===== src/rtl/lut_vector_requester.sv =====
// ---------------------------------------------------------------------------
// lut_vector_requester
//
// Initiator side of the vectoring LUT interface for the HCORDIC datapath.
// A request (x, y, mode) is accepted in IDLE. The LUT address is taken from
// the saturated magnitude of y. One enable strobe is issued, the block waits
// for done, and then it latches kappa/theta/delta. The results are held for
// the next CORDIC stage behind a valid/ready handshake.
//
// Optional build macro: LUT_REQ_TIMEOUT_EN
//   When this macro is defined, a watchdog aborts a WAIT that lasts
//   WAIT_MAX cycles. It pulses err and returns to IDLE.
//
// Ports
//   clock, reset          rising-edge clock, asynchronous active-high reset
//   start                 request strobe (sampled in IDLE only)
//   x_in, y_in, mode_in   request operands; mode 01 circular, 11 hyperbolic
//   busy                  high whenever the block is not in IDLE
//   err                   one-cycle pulse: illegal mode or watchdog timeout
//   lut_mode/address/enable/operation   request side of the LUT
//   lut_done, lut_kappa/theta/delta     response side of the LUT
//   out_valid, out_ready  result handshake to the next stage
//   x_out, kappa_out, theta_out, delta_out   latched results
// ---------------------------------------------------------------------------
module lut_vector_requester #(
  parameter int DW       = 32,
  parameter int AW       = 8,
  parameter int WAIT_MAX = 15
) (
  input  logic          clock,
  input  logic          reset,
  input  logic          start,
  input  logic [DW-1:0] x_in,
  input  logic [DW-1:0] y_in,
  input  logic [1:0]    mode_in,
  output logic          busy,
  output logic          err,
  output logic [1:0]    lut_mode,
  output logic [AW-1:0] lut_address,
  output logic          lut_enable,
  output logic          lut_operation,
  input  logic          lut_done,
  input  logic [DW-1:0] lut_kappa,
  input  logic [DW-1:0] lut_theta,
  input  logic [DW-1:0] lut_delta,
  output logic          out_valid,
  input  logic          out_ready,
  output logic [DW-1:0] x_out,
  output logic [DW-1:0] kappa_out,
  output logic [DW-1:0] theta_out,
  output logic [DW-1:0] delta_out
);

  typedef enum logic [1:0] {S_IDLE, S_REQ, S_WAIT, S_HOLD} state_t;

  state_t state, state_next;

  logic signed [DW-1:0] y_p0;
  logic                 accept;
  logic                 illegal;
  logic                 timeout;

  // The most negative y has no positive twin, so its magnitude clamps to
  // max-positive. The address is the AW bits just below the sign position.
  function automatic logic [AW-1:0] sat_abs_addr(input logic signed [DW-1:0] v);
    logic [DW-1:0] mag;
    if (v == {1'b1, {(DW-1){1'b0}}})
      mag = {1'b0, {(DW-1){1'b1}}};
    else if (v < 0)
      mag = -v;
    else
      mag = v;
    return mag[DW-2 -: AW];
  endfunction

  assign y_p0    = y_in;
  // Only the legal modes (01 circular, 11 hyperbolic) have bit 0 set.
  assign accept  = (state == S_IDLE) && start &&  mode_in[0];
  assign illegal = (state == S_IDLE) && start && !mode_in[0];

`ifdef LUT_REQ_TIMEOUT_EN
  localparam int CW = ($clog2(WAIT_MAX + 1) > 4) ? $clog2(WAIT_MAX + 1) : 4;

  logic [CW-1:0] wait_cnt;

  // The counter is cleared while in REQ, so it reads 0 on the first WAIT
  // cycle. The timeout fires on the cycle whose increment would reach
  // WAIT_MAX.
  always_ff @(posedge clock or posedge reset) begin
    if (reset)
      wait_cnt <= '0;
    else if (state == S_REQ)
      wait_cnt <= '0;
    else if (state == S_WAIT && !lut_done)
      wait_cnt <= wait_cnt + 1'b1;
  end

  assign timeout = (state == S_WAIT) && !lut_done && (wait_cnt == CW'(WAIT_MAX - 1));
`else
  assign timeout = 1'b0;
`endif

  // State register
  always_ff @(posedge clock or posedge reset) begin
    if (reset)
      state <= S_IDLE;
    else
      state <= state_next;
  end

  // Next-state logic
  always_comb begin
    state_next = state;
    case (state)
      S_IDLE: if (accept) state_next = S_REQ;
      S_REQ:  state_next = S_WAIT;
      S_WAIT: begin
        if (lut_done)
          state_next = S_HOLD;
        else if (timeout)
          state_next = S_IDLE;
      end
      S_HOLD: if (out_ready) state_next = S_IDLE;
      default: state_next = S_IDLE;
    endcase
  end

  // Output logic
  always_comb begin
    busy          = (state != S_IDLE);
    lut_enable    = (state == S_REQ);
    out_valid     = (state == S_HOLD);
    lut_operation = 1'b0;
  end

  always_ff @(posedge clock or posedge reset) begin
    if (reset)
      err <= 1'b0;
    else
      err <= illegal || timeout;
  end

  // Request capture (IDLE) and response capture (WAIT)
  always_ff @(posedge clock or posedge reset) begin
    if (reset) begin
      x_out       <= '0;
      lut_mode    <= '0;
      lut_address <= '0;
      kappa_out   <= '0;
      theta_out   <= '0;
      delta_out   <= '0;
    end else begin
      if (accept) begin
        x_out       <= x_in;
        lut_mode    <= mode_in;
        lut_address <= sat_abs_addr(y_p0);
      end
      if (state == S_WAIT && lut_done) begin
        kappa_out <= lut_kappa;
        theta_out <= lut_theta;
        delta_out <= lut_delta;
      end
    end
  end

endmodule

===== config.mk =====
export PLATFORM = sky130hd
export DESIGN_NAME = lut_vector_requester
export DESIGN_NICKNAME = d
export VERILOG_FILES = /design/src/rtl/lut_vector_requester.sv
export SDC_FILE = /design/constraint.sdc
export NUM_CORES = 1
export LEC_CHECK = 0
export BUFFER_PORTS_ARGS = -buffer_cell sky130_fd_sc_hd__buf_2
export CELL_PAD_IN_SITES_DETAIL_PLACEMENT = 1
export CELL_PAD_IN_SITES_GLOBAL_PLACEMENT = 2
export CORE_UTILIZATION = 29
export CTS_BUF_LIST = sky130_fd_sc_hd__clkbuf_4 sky130_fd_sc_hd__clkbuf_8 sky130_fd_sc_hd__clkbuf_16
export CTS_CLUSTER_DIAMETER = 50
export DETAILED_ROUTE_END_ITERATION = 8
export GPL_ROUTABILITY_DRIVEN = 0
export PLACE_DENSITY_LB_ADDON = 0.1
export RECOVER_POWER = 25
export SLEW_MARGIN = 10
export SYNTH_ARGS = -nofsm -noshare
export SYNTH_HDL_FRONTEND = slang
export SYNTH_SLANG_ARGS = --single-unit
export TNS_END_PERCENT = 20

===== constraint.sdc =====
create_clock -name clock -period 8.17 [get_ports clock]
set_input_delay 0.817 -clock clock [delete_from_list [all_inputs] [get_ports clock]]
set_output_delay 0.817 -clock clock [all_outputs]
set_load 0.005 [all_outputs]

[Word level (Yosys, flattened, before mapping)]
Index checks and enable logic that the tools add are counted.
Widths: inputs -> output; s select.
Word-level totals
  output and inout port bits: 143
  input bits: 167
  bits in registers: 141
  logic and storage cells: 31
Cells by class
  $add $sub $neg: 1
  muxes and demuxes: 6
  reductions and logical operators: 8
  $lt $le $gt $ge: 1
  equality and inequality tests: 7
Operators by type and width (count)
  $mux 31: 2
  $eq 32x32->1 const B: 1
  $lt 32x1->1 const B: 1
  $neg 31->31: 1
  $pmux 2 s4: 1
  $mux 2: 3
  $eq 2x2->1 const B: 2
  $logic_and 1x1->1: 4
  $ne 2x2->1 const B: 2
  $reduce_and 3->1: 1
  $eq 2x1->1 const B: 1
  $logic_not 2->1: 1
  $ne 2x1->1 const B: 1
  $reduce_bool 2->1: 1
  $logic_not 1->1: 1

[Logic depth before layout (Yosys ltp)]
  depth in word-level cells: 5
  gate-level depth with buffers: 7

[Worst setup path before layout]
No wires, ideal clock.
  path type: input-to-reg
  start point: input port y_in[16]
  end point: register lut_address[2]
  path slack: 6.165 ns
  library setup time: 0.131 ns
  data required time: 8.039 ns
  stages: 5
  data arrival time: 1.874 ns
  buffers on the path: 0
  cell sequence: nor4_2 -> nand4_2 -> o41ai_2 -> xor2_1 -> a21oi_1
On the way
  cells in the longest elaborated chain, start to end: 3
  elaborated cells on any way between the ends: 5
  those cells by class: add/sub: 1; order compare: 1; eq/ne: 1; mux: 2
Ends and longest elaborated chain
  start, declared: RTL line 34  | input logic [DW-1:0] y_in,
  $neg 31->31 / $lt 32x1->1 (equally long branches): RTL line 70, 69
  $mux 31: RTL line 69  | else if (v < 0)
  $mux 31 (*): RTL line 67  | if (v == {1'b1, {(DW-1){1'b0}}})
  end signal, assigned: RTL line 156  | lut_address <= sat_abs_addr(y_p0);
  end, declared: RTL line 39  | output logic [AW-1:0] lut_address,
Every way passes the cells marked *; elsewhere a longest branch is shown, timed or not.
A chain may end at the register's enable or synchronous reset.

==> results.sh <==
export IMPL_final_net_count=920
export IMPL_synth_top_area_share_pct=62.8
export IMPL_drtIter0Drc=68
export IMPL_clkPwrFrac_pct=26.0
export IMPL_critPathRequiredTime_ns=8.57
export IMPL_io_pins=310
export IMPL_irDropWorstVdd_mv=0.151
export IMPL_syn_cell_area_um2=5620
export IMPL_slew_headroom_pct=-103
export IMPL_dp_hpwl_mm=12.3
export IMPL_multi_input_area_um2=1970
export IMPL_fmax_ghz=0.302
export IMPL_final_setup_viol_count=0
export IMPL_design_area_um2=8020
export IMPL_grt_max_degree=76
export IMPL_seqCellArea_um2=3530
export IMPL_power_density_nw_per_um2=372
export IMPL_seqPwrFrac_pct=40.4
export IMPL_vias=4498
export IMPL_fillers=2155
export IMPL_overflow=0
export IMPL_crit_type="in2async"
export IMPL_post_cts_resized=0
export IMPL_crit_arrival_ns=3.71
export IMPL_synth_seq_area_share_pct=62.8
export IMPL_cts_tree="done"
export IMPL_routed_via_density=4.40
export IMPL_switchingPower_mw=0.933
export IMPL_wire_per_inst_um=16.0
export IMPL_period_share_pct=40.5
export IMPL_cts_buffers=17
export IMPL_r2r_cells=5
export IMPL_drive_above_1_share_pct=58.5
export IMPL_hold_path_cell_count=1
export IMPL_dr_pass1_iters=4
export IMPL_area_delta_synth_final_pct=42.8
export IMPL_worst_slew_pin_slew_ns=3.03
export IMPL_synth_area_per_cell_um2=12.8
export IMPL_drv_slew=68
export IMPL_worstSetupEndpointType="async pin"
export IMPL_start_util_pct=29.8
export IMPL_drv_cap=1
export IMPL_switching_share_pct=31.3
export IMPL_antenna_found_initial=3
export IMPL_rsz0062_at_grt="false"
export IMPL_worstPathMaxFanout=75
export IMPL_track_usage_pct=17.0
export IMPL_finClkSkew_ns=0.00585
export IMPL_syn_num_nets=610
export IMPL_grt_pass1_wl_mm=25.9
export IMPL_ant_nets=0
export IMPL_drc_errors=0
export IMPL_h_tree_depth=4
export IMPL_fin_tns_setup_ns=0
export IMPL_intPower_mw=2.05
export IMPL_place_area_um2=7440
export IMPL_syn_inst=438
export IMPL_hold_viol_final=0
export IMPL_finalCriticalPeriod_ns=3.31
export IMPL_grt_pass1_vias=4901
export IMPL_cts_sinks=141
export IMPL_drt_total_wl_mm=16.4
export IMPL_total_leakage_power_nw=4.11
export IMPL_synth_area_leaders="dfrtp_1 63%, mux2_2 19%, nand2_1 7.3%"
export IMPL_cts_clk_slew_worst_paths_ns=0.06
export IMPL_yosysTopAreaCell="dfrtp_1"
export IMPL_yosys_warnings=0
export IMPL_fp_dieArea_um2=19900
export IMPL_core_area_um2=18800
export IMPL_die_w_um=141
export IMPL_die_h_um=141
export IMPL_cts_setup_buffers=0
export IMPL_power_frac_comb_pct=33.6
export IMPL_status="finished with violations"
export IMPL_start_kind="primary input"
export IMPL_failed_checks="capacitance limit, slew limit"
export IMPL_core_rowCount=50
export IMPL_cts_buffer_depth=2
export IMPL_numPortBuffers=308
export IMPL_ys_ff_latch=141
export IMPL_final_core_util_pct=42.6
export IMPL_clock_latency_ns=0.41
export IMPL_ctsHoldBuffers=0
export IMPL_hold_path_class="reg2reg"
export IMPL_yosysUniqueCellTypes=34
export IMPL_root_buffer="clkbuf_16"
-- final timing paths --
kind | startpoint | endpoint | slack [ns]
min reg2reg | lut_mode[0]$_DFFE_PP0P_ | lut_mode[0]$_DFFE_PP0P_ | 0.47
max | reset | kappa_out[18]$_DFFE_PP0P_ | 4.86
min | lut_mode[0]$_DFFE_PP0P_ | lut_mode[0]$_DFFE_PP0P_ | 0.47
max in group clock | state[0]$_DFFE_PP0P_ | theta_out[13]$_DFFE_PP0P_ | 5.03
max reg2reg | state[0]$_DFFE_PP0P_ | theta_out[13]$_DFFE_PP0P_ | 5.03
min in group asynchronous | reset | delta_out[14]$_DFFE_PP0P_ | 1.25
-- cells by family (layout without fill, tap and decap cells) --
group / count (synthesis) / count (layout) / share of synthesized area (%)
flip-flops: 141 / 141 / 62.8
buffers and inverters: 29 / 352 / 2.12
multiplexers: 96 / 96 / 19.3
adder cells (fa/ha/maj): 5 / 5 / 1.11
other: 1 / 3 / 0.0668
AO/OA/AOI/OAI: 27 / 27 / 3.68
XOR/XNOR: 4 / 4 / 0.624
AND/OR/NAND/NOR: 135 / 135 / 10.3
-- routing by layer --
layer,up-vias,part of all wire (%),track usage [%]
met5,-,0,0
met4,0,2.8,8.64
met2,189,49,28.0
li1,2101,-,-
met3,29,9.3,6.76
met1,2179,39,19.0
-- sequential cells by signal (all words and copies together) (netlist names) --
| register | count |
|---|---|
| err | 1 |
| kappa_out | 32 |
| x_out | 32 |
| theta_out | 32 |
| state | 2 |
| delta_out | 32 |
| lut_address | 8 |
| lut_mode | 2 |
-- worst max-delay path, cell delays in order --
cell and delay [ns]:
clkbuf_1 0.09, clkinvlp_2 1.70, buf_4 0.96
-- synth_stat cells --
library cell,n
a211oi_1,1
buf_2,5
nand2_1,109
o31a_2,1
nor4_1,2
nor2_1,9
buf_1,5
o21ai_0,8
a31oi_1,1
nand2b_1,1
conb_1,1
o22ai_1,1
a32o_1,1
o41ai_2,2
o31ai_1,2
ha_1,5
and3_1,2
xor2_1,4
buf_4,1
nor2_4,1
nand4_2,1
a21oi_1,4
nand3_1,4
o211ai_1,3
a41oi_2,1
nor3_1,3
a222oi_1,1
inv_1,8
nor4_4,1
mux2_2,96
dfrtp_1,141
nor4_2,2
clkbuf_1,10
o21ba_2,1
-- power groups by stage --
stage | combinational, mW | sequential, mW | clock, mW
after global routing | 1.12 | 1.25 | 0.835
after CTS | 1.04 | 1.21 | 0.800
after floorplan | 0.459 | 1.25 | 0
after global placement | 0.997 | 1.20 | 0
after detailed placement | 1.04 | 1.22 | 0
final | 1.00 | 1.21 | 0.775
-- layout make-up --
type,count,share of cell area (%)
diodes,2,0.0624
clock buffers,18,5.40
clock inverters,14,2.01
inverters,8,0.390
multi-input cells,268,24.6
flip-flops and latches,141,44.0
well taps,260,4.06
repair buffers,312,19.5
-- metrics by stage --
step / std cells / setup WS (ns) / power [mW] / hold slack (ns)
after floorplan: 438 / 3.57 / 1.71 / 0.459
after global placement: 989 / 5.60 / 2.20 / 0.448
after detailed placement: 989 / 5.54 / 2.25 / 0.451
after CTS: 1021 / 5.71 / 3.05 / 0.469
after global routing: 1023 / 4.27 / 3.21 / 0.492
final: 1023 / 4.86 / 2.98 / 0.465
-- layout by cell type (no fill, tap or decap), types with 4 or more instances in the layout --
master,count
clkbuf_16,17
mux2_2,96
xor2_1,4
clkinvlp_4,5
dfrtp_1,141
a21oi_1,4
inv_1,7
buf_2,301
nor2_1,9
ha_1,5
clkbuf_1,7
nand2_1,109
o21ai_0,8
inv_6,4
buf_4,4
(Power assumes the default switching activity.)
